===== config.mk =====
export PLATFORM = sky130hd
export DESIGN_NAME = imem_loader
export DESIGN_NICKNAME = d
export VERILOG_FILES = /design/src/rtl/imem_loader.sv
export SDC_FILE = /design/constraint.sdc
export NUM_CORES = 1
export LEC_CHECK = 0
export CAP_MARGIN = 5
export CORE_MARGIN = 5
export CORE_UTILIZATION = 45
export CTS_CLUSTER_SIZE = 10
export DETAILED_ROUTE_END_ITERATION = 12
export MAX_ROUTING_LAYER = met4
export PLACE_DENSITY = 0.67
export SLEW_MARGIN = 10
export SYNTH_ARGS = -nofsm -noshare
export SYNTH_HDL_FRONTEND = slang
export SYNTH_SLANG_ARGS = --single-unit

===== constraint.sdc =====
create_clock -name clk -period 9.75 [get_ports clk]
set_input_delay 1.95 -clock clk [delete_from_list [all_inputs] [get_ports clk]]
set_output_delay 1.95 -clock clk [all_outputs]
set_load 0.05 [all_outputs]

===== src/rtl/imem_loader.sv =====
// imem_loader: assembles a big-endian byte stream into 32-bit words for the IM write port,
// holding the core (cpu_hold -> rst_pc) while a program is loaded.
//
// Parameters:
//   ADDR_W    IM word-address width (depth = 2**ADDR_W words, ADDR_W <= 16)
//   BASE_ADDR first IM word address written
// Ports:
//   clk, rst_loader (async, active high)
//   start                    one-cycle load request (IDLE/DONE/ERR only)
//   byte_valid/byte_data     byte source, transfer on byte_valid && byte_ready
//   byte_ready               loader accepts a byte
//   im_we/im_waddr/im_wdata  IM write port, one strobe per word
//   cpu_hold                 high while loading (and in ERR)
//   busy, done, ovf, err     status
//   words_written            words committed to the IM this load
// Frame: count N (2 bytes, MSB first), 4N data bytes, then a checksum byte
// when IMEM_LOADER_CHECKSUM_EN is defined (XOR of all header and data bytes).
module imem_loader #(
  parameter int ADDR_W    = 10,
  parameter int BASE_ADDR = 0
) (
  input  logic              clk,
  input  logic              rst_loader,
  input  logic              start,
  input  logic              byte_valid,
  input  logic [7:0]        byte_data,
  output logic              byte_ready,
  output logic              im_we,
  output logic [ADDR_W-1:0] im_waddr,
  output logic [31:0]       im_wdata,
  output logic              cpu_hold,
  output logic              busy,
  output logic              done,
  output logic              ovf,
  output logic              err,
  output logic [ADDR_W:0]   words_written
);

  typedef enum logic [2:0] {
    IDLE,
    HDR_HI,
    HDR_LO,
    DATA,
    CHK,
    FLUSH,
    DONE,
    ERR
  } state_t;

  localparam logic [16:0] DEPTH =
    17'(1) << ADDR_W;
  localparam logic [ADDR_W-1:0] BASE =
    ADDR_W'(BASE_ADDR);

`ifdef IMEM_LOADER_CHECKSUM_EN
  localparam state_t EMPTY_NX = CHK;
  localparam state_t TAIL_NX  = CHK;
`else
  localparam state_t EMPTY_NX = DONE;
  localparam state_t TAIL_NX  = FLUSH;
`endif

  state_t      state;
  state_t      state_nx;
  logic [15:0] hdr;
  logic [15:0] hdr_n;
  logic [15:0] idx;
  logic [1:0]  bcnt;
  logic [23:0] shreg;
  logic        fire;
  logic        go;
  logic        word_done;
  logic        last_byte;
  logic        in_range;

  assign fire = byte_valid && byte_ready;

  assign go = start &&
    (state == IDLE || state == DONE ||
     state == ERR);

  // Full count as it will be after the
  // low header byte is captured.
  assign hdr_n = {hdr[15:8], byte_data};

  assign word_done = (state == DATA) &&
    fire && (bcnt == 2'd3);

  assign last_byte = word_done &&
    (idx == hdr - 16'd1);

  // Words beyond the IM depth are consumed
  // but never written.
  assign in_range = {1'b0, idx} < DEPTH;

`ifdef IMEM_LOADER_CHECKSUM_EN
  logic [7:0] csum;

  always_ff @(posedge clk or posedge rst_loader) begin
    if (rst_loader) begin
      csum <= 8'd0;
    end else if (go) begin
      csum <= 8'd0;
    end else if (fire && state != CHK) begin
      csum <= csum ^ byte_data;
    end
  end

  assign err = (state == ERR);
`else
  assign err = 1'b0;
`endif

  always_ff @(posedge clk or posedge rst_loader) begin
    if (rst_loader) begin
      state <= IDLE;
    end else begin
      state <= state_nx;
    end
  end

  always_comb begin
    state_nx = state;
    case (state)
      IDLE, DONE, ERR: begin
        if (start) state_nx = HDR_HI;
      end
      HDR_HI: begin
        if (fire) state_nx = HDR_LO;
      end
      HDR_LO: begin
        if (fire) begin
          state_nx = (hdr_n == 16'd0) ?
            EMPTY_NX : DATA;
        end
      end
      DATA: begin
        if (last_byte) state_nx = TAIL_NX;
      end
`ifdef IMEM_LOADER_CHECKSUM_EN
      CHK: begin
        if (fire) begin
          state_nx = (byte_data == csum) ?
            FLUSH : ERR;
        end
      end
`endif
      FLUSH: begin
        state_nx = DONE;
      end
      default: begin
        state_nx = IDLE;
      end
    endcase
  end

  always_comb begin
    byte_ready = 1'b0;
    busy       = 1'b0;
    cpu_hold   = 1'b0;
    done       = 1'b0;
    case (state)
      HDR_HI, HDR_LO, DATA, CHK: begin
        byte_ready = 1'b1;
        busy       = 1'b1;
        cpu_hold   = 1'b1;
      end
      FLUSH: begin
        busy     = 1'b1;
        cpu_hold = 1'b1;
      end
      DONE: begin
        done = 1'b1;
      end
      ERR: begin
        cpu_hold = 1'b1;
      end
      default: begin
        byte_ready = 1'b0;
      end
    endcase
  end

  always_ff @(posedge clk or posedge rst_loader) begin
    if (rst_loader) begin
      hdr           <= 16'd0;
      idx           <= 16'd0;
      bcnt          <= 2'd0;
      shreg         <= 24'd0;
      ovf           <= 1'b0;
      words_written <= '0;
      im_we         <= 1'b0;
      im_waddr      <= '0;
      im_wdata      <= 32'd0;
    end else begin
      im_we <= 1'b0;
      if (go) begin
        hdr           <= 16'd0;
        idx           <= 16'd0;
        bcnt          <= 2'd0;
        shreg         <= 24'd0;
        ovf           <= 1'b0;
        words_written <= '0;
      end else if (fire) begin
        case (state)
          HDR_HI: begin
            hdr[15:8] <= byte_data;
          end
          HDR_LO: begin
            hdr[7:0] <= byte_data;
            ovf <= {1'b0, hdr_n} > DEPTH;
          end
          DATA: begin
            shreg <= {shreg[15:0], byte_data};
            bcnt  <= bcnt + 2'd1;
            if (word_done) begin
              idx <= idx + 16'd1;
              if (in_range) begin
                im_we    <= 1'b1;
                im_waddr <= BASE +
                  idx[ADDR_W-1:0];
                im_wdata <= {shreg, byte_data};
                words_written <= words_written +
                  (ADDR_W+1)'(1);
              end
            end
          end
          default: begin
            bcnt <= bcnt;
          end
        endcase
      end
    end
  end

endmodule

==> results.sh, run 1 <==
export IMPL_status="complete, no violations"
export IMPL_synth_nets=628
export IMPL_cp_cell_sequence="clkdlybuf4s50_1, and4b_1, and2_1, nand3_2, inv_2, nand4_1, or3_1, a21oi_1"
export IMPL_max_cap_violations=0
export IMPL_p_per_area_nw_per_um2=323
export IMPL_die_area_sq_um=14400
export IMPL_pin_count=72
export IMPL_cts_resized=0
export IMPL_clk_pin_slew_ns=0.06
export IMPL_tightest_slew_ns=1.08
export IMPL_drive_gt1_frac=0.0659
export IMPL_dr_pass1_iters=4
export IMPL_avgSynthCellArea_sq_um=8.91
export IMPL_hold_ws_ns=0.471
export IMPL_core_area_sq_um=12000
export IMPL_ir_worst_vdd_uv=155
export IMPL_yosysSeqAreaShare=0.532
export IMPL_synth_top_flop_cell="dfrtp_1"
export IMPL_power_internal_mw=1.30
export IMPL_crit_required_ns=10.09
export IMPL_r2r_end="words_written[5]"
export IMPL_syn_inst=612
export IMPL_clockBufferDepth=2
export IMPL_leakage_nw=3.19
export IMPL_ys_types=57
export IMPL_hold_path_class="flop to flop"
export IMPL_viasPerCell=5.41
export IMPL_hold_buffers=0
export IMPL_grt_antenna_before_repair=0
export IMPL_synth_common_cells="nand2_1, dfrtp_1, nor2_1"
export IMPL_filler_cell_count=1075
export IMPL_clk_latency_ns=0.42
export IMPL_start_kind="input pin"
export IMPL_cts_sinks=116
export IMPL_vias=4490
export IMPL_worstHoldStart="im_wdata[26]"
export IMPL_seqPwrFrac=0.340
export IMPL_htreeDepth=4
export IMPL_synth_area_leader_cell="dfrtp_1"
export IMPL_r2r_slack_ns=5.14
export IMPL_power_frac_comb=0.377
export IMPL_num_rows=40
export IMPL_worstPathMaxFanout=50
export IMPL_postSynth_asyncResetShare=1.00
export IMPL_fin_nets=686
export IMPL_clkPwrFrac=0.283
export IMPL_grt_use_total=0.199
export IMPL_hold_depth=2
export IMPL_slew_viol_final=0
export IMPL_root_buffer="clkbuf_16"
export IMPL_skew_ns=0.00628
export IMPL_num_antenna_cells=0
export IMPL_cts_tree="yes"
export IMPL_synth_most_common_cell="nand2_1"
export IMPL_area_delta_synth_final_pct=25.5
export IMPL_crit_arrival_ns=6.42
export IMPL_min_to="im_wdata[26]"
export IMPL_min_period_ns=6.08
export IMPL_yosys_warnings=0
export IMPL_cts_made_buffers=17
export IMPL_slew_headroom=0.276
export IMPL_first_iter_violations=319
export IMPL_end_kind="flop"
export IMPL_post_cts_setup_buffers=0
export IMPL_period_share=0.624
export IMPL_rsz0062_at_grt="false"
export IMPL_timing_fmax_mhz=164
export IMPL_place_hpwl_microns=8950
export IMPL_synth_seq_cells=116
export IMPL_max_stage_delay_ns=0.95
export IMPL_reg2reg_depth=7
export IMPL_grt_pass1_wl_microns=22300
export IMPL_fin_util=0.572
export IMPL_syn_area_sq_um=5450
export IMPL_overflow=0
export IMPL_synth_edf_count=0
export IMPL_ant_nets=0
export IMPL_setup_violations=0
export IMPL_post_drt_wl_per_cell_microns=16.0
export IMPL_r2r_start="state[1]"
export IMPL_netlist_area_leader_share=0.532
export IMPL_cp_slowest_cell="inv_2"
export IMPL_die_h_microns=120
export IMPL_drc_errors=0
export IMPL_fin_tns_setup_ns=0
export IMPL_io_buffers=70
export IMPL_finalHoldViolations=0
export IMPL_grt_pass1_vias=4408
export IMPL_start_util=0.456
export IMPL_wl_microns=13300
export IMPL_path_class="input pin to flop"
export IMPL_synthTopCellsByArea="dfrtp_1, nand2_1, xor2_1"
export IMPL_p_sw_frac=0.414
export IMPL_grt_max_degree=65
export IMPL_power_switching_uw=915
export IMPL_dieWidth_microns=120
export IMPL_gp_congestion=0.923
per-layer routing:
layer	part of all wire	wire length, microns	global-route usage
met1	0.48	6380	0.278
met2	0.45	6020	0.285
met3	0.047	620	0.0443
met4	0.021	282	0.0744
met5	0	0	-
power by group through the flow:
stage                     Sequential (mW)  Clock [mW]  Combinational (mW)
after floorplan                     0.908           0               0.431
after global placement              0.753           0               0.819
after detailed placement            0.756           0               0.836
after CTS                           0.751       0.634               0.841
after global routing                0.774       0.658               0.906
final                               0.752       0.626               0.833
kinds of logic (layout without fill, tap and decap cells):
| logic type | count (synthesis) | after routing | synth area share |
|---|---|---|---|
| other cells | 1 | 1 | 0.000688 |
| buf+inv | 42 | 113 | 0.0303 |
| simple gates | 326 | 326 | 0.261 |
| xor+xnor | 40 | 40 | 0.0643 |
| mux | 12 | 12 | 0.0220 |
| fa+ha+maj | 4 | 4 | 0.00918 |
| flops | 116 | 116 | 0.532 |
| compound gates | 71 | 71 | 0.0796 |
cell type report:
| class | count | area (sq um) | area share |
|---|---|---|---|
| Multi-Input combinational cell | 454 | 2400 | 0.351 |
| Clock buffer | 17 | 425 | 0.0622 |
| Tap cell | 147 | 184 | 0.0269 |
| Timing Repair Buffer | 73 | 723 | 0.106 |
| Clock inverter | 15 | 169 | 0.0247 |
| Sequential cell | 116 | 2900 | 0.424 |
| Inverter | 8 | 32.5 | 0.00476 |
metrics by stage:
step                      instances  total power [mW]  worst slack, ns  area [sq um]
after CTS                       830              2.23             3.65          6840
after global routing            830              2.34             3.21          6840
after global placement          798              1.57             3.39          6240
after detailed placement        798              1.59             3.26          6240
final                           830              2.21             3.67          6840
after floorplan                 612              1.34             4.73          5450
worst max-delay path, delay by kind of cell:
family | cells | cell delay, ns
AO/OA/AOI/OAI | 1 | 0.15
buffers and inverters | 2 | 1.58
AND/OR/NAND/NOR | 5 | 2.67
flip-flops by register name (all words and copies together) (netlist names):
register       flops
state              3
ovf                1
im_we              1
words_written     11
bcnt               2
im_waddr          10
hdr               16
idx               16
im_wdata          32
shreg             24
layout by cell type (no fill, tap or decap), types with 3 or more instances in the layout:
cell / count
nand2_1: 208
dfrtp_1: 116
clkdlybuf4s50_1: 70
nor2_1: 47
a21oi_1: 34
nand3_1: 23
xor2_1: 22
xnor2_1: 18
clkbuf_16: 17
mux2i_1: 12
o21ai_0: 11
inv_6: 8
or3_1: 7
nor3_1: 6
inv_1: 6
nand4_1: 6
and3_1: 4
a2111oi_0: 4
ha_1: 4
nor4_1: 3
nand2b_1: 3
clkinvlp_4: 3
buf_4: 3
how the worst max path moves through the flow:
stage	from	endpoint	slack, ns	cells after the start
after CTS	byte_valid	words_written[7]	3.65	8
after detailed placement	byte_valid	words_written[7]	3.26	8
after global placement	byte_valid	words_written[7]	3.39	8
after floorplan	rst_loader	bcnt[0]	4.73	1
after global routing	byte_valid	words_written[9]	3.21	8
final	byte_valid	words_written[5]	3.67	8
Note: power is estimated with default switching activity, not from simulation.
==> run 2, diff against run 1 <==
- PLACE_DENSITY: 0.67 -> 0.7
- clock period: 9.75 -> 5.45 ns (I/O delays scaled with it)
==> run 2 against run 1 <==
Effect of this change:
- sequential share of layout area barely moved
- worst setup slack got worse by 1.7 ns
- critical endpoint is now busy
- global-route usage rose by 0.26 points
- final area fell by 0.11%
- clock skew rose by 0.0041 ns
- sequential power rose by 78%
- hold slack got worse by 0.0021 ns
==> results.sh, run 2 (synthesized netlist as in run 1, its figures left out) <==
export IMPL_tightest_slew_ns=1.12
export IMPL_crit_required_ns=4.36
export IMPL_path_buf_inv=1
export IMPL_start_util=0.456
export IMPL_cp_top_family="buffers and inverters"
export IMPL_rsz0062_at_grt="false"
export IMPL_dieWidth_microns=120
export IMPL_layout_commonest_cell="nand2_1"
export IMPL_cp_slowest_cell="clkdlybuf4s50_1"
export IMPL_first_iter_violations=436
export IMPL_num_antenna_cells=0
export IMPL_ant_nets=0
export IMPL_setup_slack_ns=1.98
export IMPL_min_period_ns=3.47
export IMPL_reg_largest_list="im_wdata (32), shreg (24)"
export IMPL_cts_tree="yes"
export IMPL_root_buffer="clkbuf_16"
export IMPL_filler_cell_count=1050
export IMPL_fin_tns_setup_ns=0
export IMPL_area_delta_synth_final_pct=25.3
export IMPL_clockBufferDepth=2
export IMPL_die_area_sq_um=14400
export IMPL_path_class="flop to output port"
export IMPL_dr_pass1_iters=4
export IMPL_hold_ws_ns=0.469
export IMPL_vias=4497
export IMPL_grt_use_total=0.202
export IMPL_slew_viol_final=0
export IMPL_crit_arrival_ns=2.38
export IMPL_overflow=0
export IMPL_dp_slack_ns=1.62
export IMPL_fin_util=0.571
export IMPL_cts_made_buffers=17
export IMPL_gp_congestion=0.876
export IMPL_clk_pin_slew_ns=0.05
export IMPL_largest_register="im_wdata"
export IMPL_p_per_area_nw_per_um2=571
export IMPL_hold_buffers=0
export IMPL_grt_pass1_vias=4463
export IMPL_ir_worst_vdd_uv=319
export IMPL_core_area_sq_um=12000
export IMPL_largest_reg_flops=32
export IMPL_skew_ns=0.0103
export IMPL_worstPathMaxFanout=17
export IMPL_num_rows=40
export IMPL_drive_gt1_frac=0.0671
export IMPL_pin_count=72
export IMPL_viasPerCell=5.40
export IMPL_hold_path_class="flop to flop"
export IMPL_setup_violations=0
export IMPL_io_buffers=70
export IMPL_post_drt_wl_per_cell_microns=16.1
export IMPL_post_cts_setup_buffers=0
export IMPL_die_h_microns=120
export IMPL_period_share=0.637
export IMPL_cts_resized=0
export IMPL_timing_fmax_mhz=288
export IMPL_final_cell_mix="nand2_1, dfrtp_1, clkdlybuf4s50_1"
export IMPL_start_kind="flop"
export IMPL_cts_sinks=116
export IMPL_grt_pass1_wl_microns=22900
export IMPL_drc_errors=0
export IMPL_wl_microns=13400
export IMPL_max_stage_delay_ns=0.87
export IMPL_grt_antenna_before_repair=0
export IMPL_fin_nets=689
export IMPL_slew_headroom=0.249
export IMPL_clk_latency_ns=0.41
export IMPL_placed_area_sq_um=6270
export IMPL_max_cap_violations=0
export IMPL_final_instance_count_excl_fill=833
export IMPL_end_kind="output port"
export IMPL_finalInstanceArea_sq_um=6830
export IMPL_htreeDepth=4
export IMPL_grt_max_degree=82
export IMPL_place_hpwl_microns=9150
export IMPL_dpl_cell_count=801
export IMPL_cp_cell_sequence="and2_1, nor2_1, clkdlybuf4s50_1"
export IMPL_status="complete, no violations"
export IMPL_finalHoldViolations=0
export IMPL_leakage_nw=3.19
export IMPL_power_total_mw=3.90
==> run 2: layer usage <==
| layer | vias to the layer above | GRT usage | share of wire |
|---|---|---|---|
| met3 | 15 | 0.0372 | 0.049 |
| met2 | 131 | 0.298 | 0.46 |
| met1 | 2206 | 0.282 | 0.48 |
| met4 | 0 | 0.0673 | 0.014 |
| met5 | - | - | 0 |
| li1 | 2145 | - | - |
==> run 2: cell type report <==
type / instances / area, sq um / area share
clock buffers: 21 / 460 / 0.0674
clock inverters: 11 / 104 / 0.0152
inverters: 8 / 32.5 / 0.00476
multi-input cells: 454 / 2400 / 0.352
flip-flops and latches: 116 / 2900 / 0.425
well taps: 147 / 184 / 0.0269
repair buffers: 76 / 746 / 0.109
==> run 2: worst paths after layout <==
check | from | to | slack [ns] | depth (start not counted)
worst max register to register | state[1] | idx[15] | 2.66 | 7
worst min-delay path | shreg[19] | im_wdata[27] | 0.47 | 2
worst max-delay path | state[1] | busy | 1.98 | 3
min in group asynchronous | rst_loader | im_waddr[5] | 1.28 | 2
worst min register to register | shreg[19] | im_wdata[27] | 0.47 | 2
max in group asynchronous | rst_loader | shreg[1] | 3.17 | 3
==> run 2: report_power, final <==
group | total (mW) | internal [mW] | switching (mW)
Sequential | 1.34 | 1.10 | 0.240
Combinational | 1.51 | 0.540 | 0.969
Clock | 1.05 | 0.652 | 0.397
Total | 3.90 | 2.29 | 1.61
==> run 2: worst reg2reg max path, cell delays in order (launching register included) <==
cell and delay [ns]:
dfrtp_1 0.63, and4b_1 0.27, buf_4 0.29, nand2_1 0.22
a2111oi_0 0.82, nand3_1 0.18, xor2_1 0.18, nor2_1 0.06
==> run 3, diff against run 2 <==
- PLACE_DENSITY: 0.7 -> 0.67
- clock period: 5.45 -> 3.31 ns (I/O delays scaled with it)
==> run 3 against run 2 <==
Effect of this change:
- non-clock buffer count is 7 higher
- sequential share of layout area decreased by 0.52 points
- final cell count is 0.72% higher
- clock power is 71% higher
- register-to-register slack lost 2.1 ns
- routed wire length about the same
- critical path type unchanged
- largest cell class unchanged
- worst setup slack got worse by 1.7 ns
- first-iteration DRC count shrank 20%
- die area stayed put
==> results.sh, run 3 (synthesized netlist as in run 1, its figures left out) <==
export IMPL_layout_commonest_cell="nand2_1"
export IMPL_wl_microns=13400
export IMPL_drive_gt1_frac=0.0766
export IMPL_largest_reg_flops=32
export IMPL_die_area_sq_um=14400
export IMPL_grt_use_total=0.205
export IMPL_gr_usage_met3=0.0462
export IMPL_cp_slowest_cell="clkdlybuf4s50_1"
export IMPL_crit_required_ns=2.65
export IMPL_first_iter_violations=347
export IMPL_power_switching_mw=2.63
export IMPL_clkPwrFrac=0.276
export IMPL_clk_latency_ns=0.41
export IMPL_placed_area_sq_um=6330
export IMPL_finalInstanceArea_sq_um=6920
export IMPL_slew_headroom=0.580
export IMPL_final_instance_count_excl_fill=839
export IMPL_cts_tree="yes"
export IMPL_p_sw_frac=0.405
export IMPL_cts_made_buffers=17
export IMPL_io_buffers=70
export IMPL_final_cell_mix="nand2_1, dfrtp_1, clkdlybuf4s50_1"
export IMPL_clk_pin_slew_ns=0.05
export IMPL_start_util=0.456
export IMPL_root_buffer="clkbuf_16"
export IMPL_grt_pass1_vias=4475
export IMPL_start_kind="flop"
export IMPL_max_cap_violations=0
export IMPL_post_cts_setup_buffers=0
export IMPL_reg_largest_list="im_wdata (32), shreg (24)"
export IMPL_overflow=0
export IMPL_path_class="flop to output port"
export IMPL_grt_max_degree=117
export IMPL_grt_antenna_before_repair=0
export IMPL_dpl_cell_count=808
export IMPL_hold_buffers=0
export IMPL_crit_arrival_ns=2.37
export IMPL_num_antenna_cells=0
export IMPL_ir_worst_vdd_uv=512
export IMPL_met2_usage=0.302
export IMPL_status="complete, no violations"
export IMPL_post_drt_wl_per_cell_microns=15.9
export IMPL_met1_usage=0.278
export IMPL_htreeDepth=4
export IMPL_worstPathMaxFanout=17
export IMPL_drc_errors=0
export IMPL_area_delta_synth_final_pct=26.9
export IMPL_vias=4493
export IMPL_viasPerCell=5.36
export IMPL_die_h_microns=120
export IMPL_leakage_nw=3.22
export IMPL_fin_tns_setup_ns=0
export IMPL_num_rows=40
export IMPL_place_hpwl_microns=9060
export IMPL_grt_pass1_wl_microns=22700
export IMPL_period_share=0.916
export IMPL_core_area_sq_um=12000
export IMPL_p_per_area_nw_per_um2=940
export IMPL_cts_sinks=116
export IMPL_timing_fmax_mhz=330
export IMPL_cp_cell_sequence="and2_1, nor2_1, clkdlybuf4s50_1"
export IMPL_end_kind="output port"
export IMPL_cts_resized=0
export IMPL_setup_slack_ns=0.279
export IMPL_finalHoldViolations=0
export IMPL_power_frac_comb=0.383
export IMPL_dp_slack_ns=0.366
export IMPL_dr_pass1_iters=5
export IMPL_min_period_ns=3.03
export IMPL_gp_congestion=0.892
export IMPL_tightest_slew_ns=0.630
export IMPL_largest_register="im_wdata"
export IMPL_slew_viol_final=0
export IMPL_clockBufferDepth=2
export IMPL_fin_nets=696
export IMPL_dieWidth_microns=120
export IMPL_seqPwrFrac=0.340
export IMPL_ant_nets=0
export IMPL_gr_max_usage_layer="met2"
export IMPL_setup_violations=0
export IMPL_hold_path_class="flop to flop"
export IMPL_skew_ns=0.00984
export IMPL_pin_count=72
export IMPL_power_internal_mw=3.87
export IMPL_rsz0062_at_grt="false"
export IMPL_max_stage_delay_ns=0.86
run 3: power by group through the flow:
| stage | Clock, mW | Sequential (mW) | Combinational [mW] |
|---|---|---|---|
| 5_1_grt | 1.90 | 2.27 | 2.72 |
| 4_1_cts | 1.83 | 2.21 | 2.52 |
| 6_report | 1.80 | 2.21 | 2.49 |
| 3_5_place_dp | 0 | 2.23 | 2.50 |
| 3_3_place_gp | 0 | 2.21 | 2.47 |
| 2_1_floorplan | 0 | 2.67 | 1.27 |
run 3: worst paths after layout:
check                      slack [ns]  depth (start not counted)     endpoint        start
setup / recovery                 0.28                          3         busy     state[1]
hold / removal                   0.47                          2  im_waddr[5]  im_waddr[5]
hold reg to reg                  0.47                          2  im_waddr[5]  im_waddr[5]
max in group asynchronous        2.05                          3  im_waddr[7]   rst_loader
min in group asynchronous        0.77                          3       idx[6]   rst_loader
setup reg to reg                 0.54                          6     state[1]       hdr[5]
run 3: metal layers:
metal / share of wire / vias up
met3: 0.054 / 22
li1: - / 2163
met4: 0.019 / 0
met5: 0 / -
met2: 0.46 / 133
met1: 0.47 / 2175
run 3: layout make-up:
type | count | area, sq um
inverters | 8 | 33.8
well taps | 147 | 184
clock buffers | 20 | 457
repair buffers | 83 | 811
multi-input cells | 454 | 2400
clock inverters | 11 | 126
flip-flops and latches | 116 | 2900
fillers | 1091 | 5040
run 3: critical path, delay by kind of cell (launching register included):
| kind | cells | cell delay [ns] |
|---|---|---|
| DFF | 1 | 0.56 |
| and+or+nand+nor | 2 | 0.54 |
| buffers and inverters | 1 | 0.86 |
run 3: per-stage QoR:
step | hold WS, ns | utilization | power, mW
3_5_place_dp | 0.462 | 0.529 | 4.72
3_3_place_gp | 0.454 | 0.529 | 4.68
5_1_grt | 0.497 | 0.578 | 6.89
6_report | 0.467 | 0.578 | 6.50
2_1_floorplan | 0.438 | - | 3.94
4_1_cts | 0.476 | 0.578 | 6.56
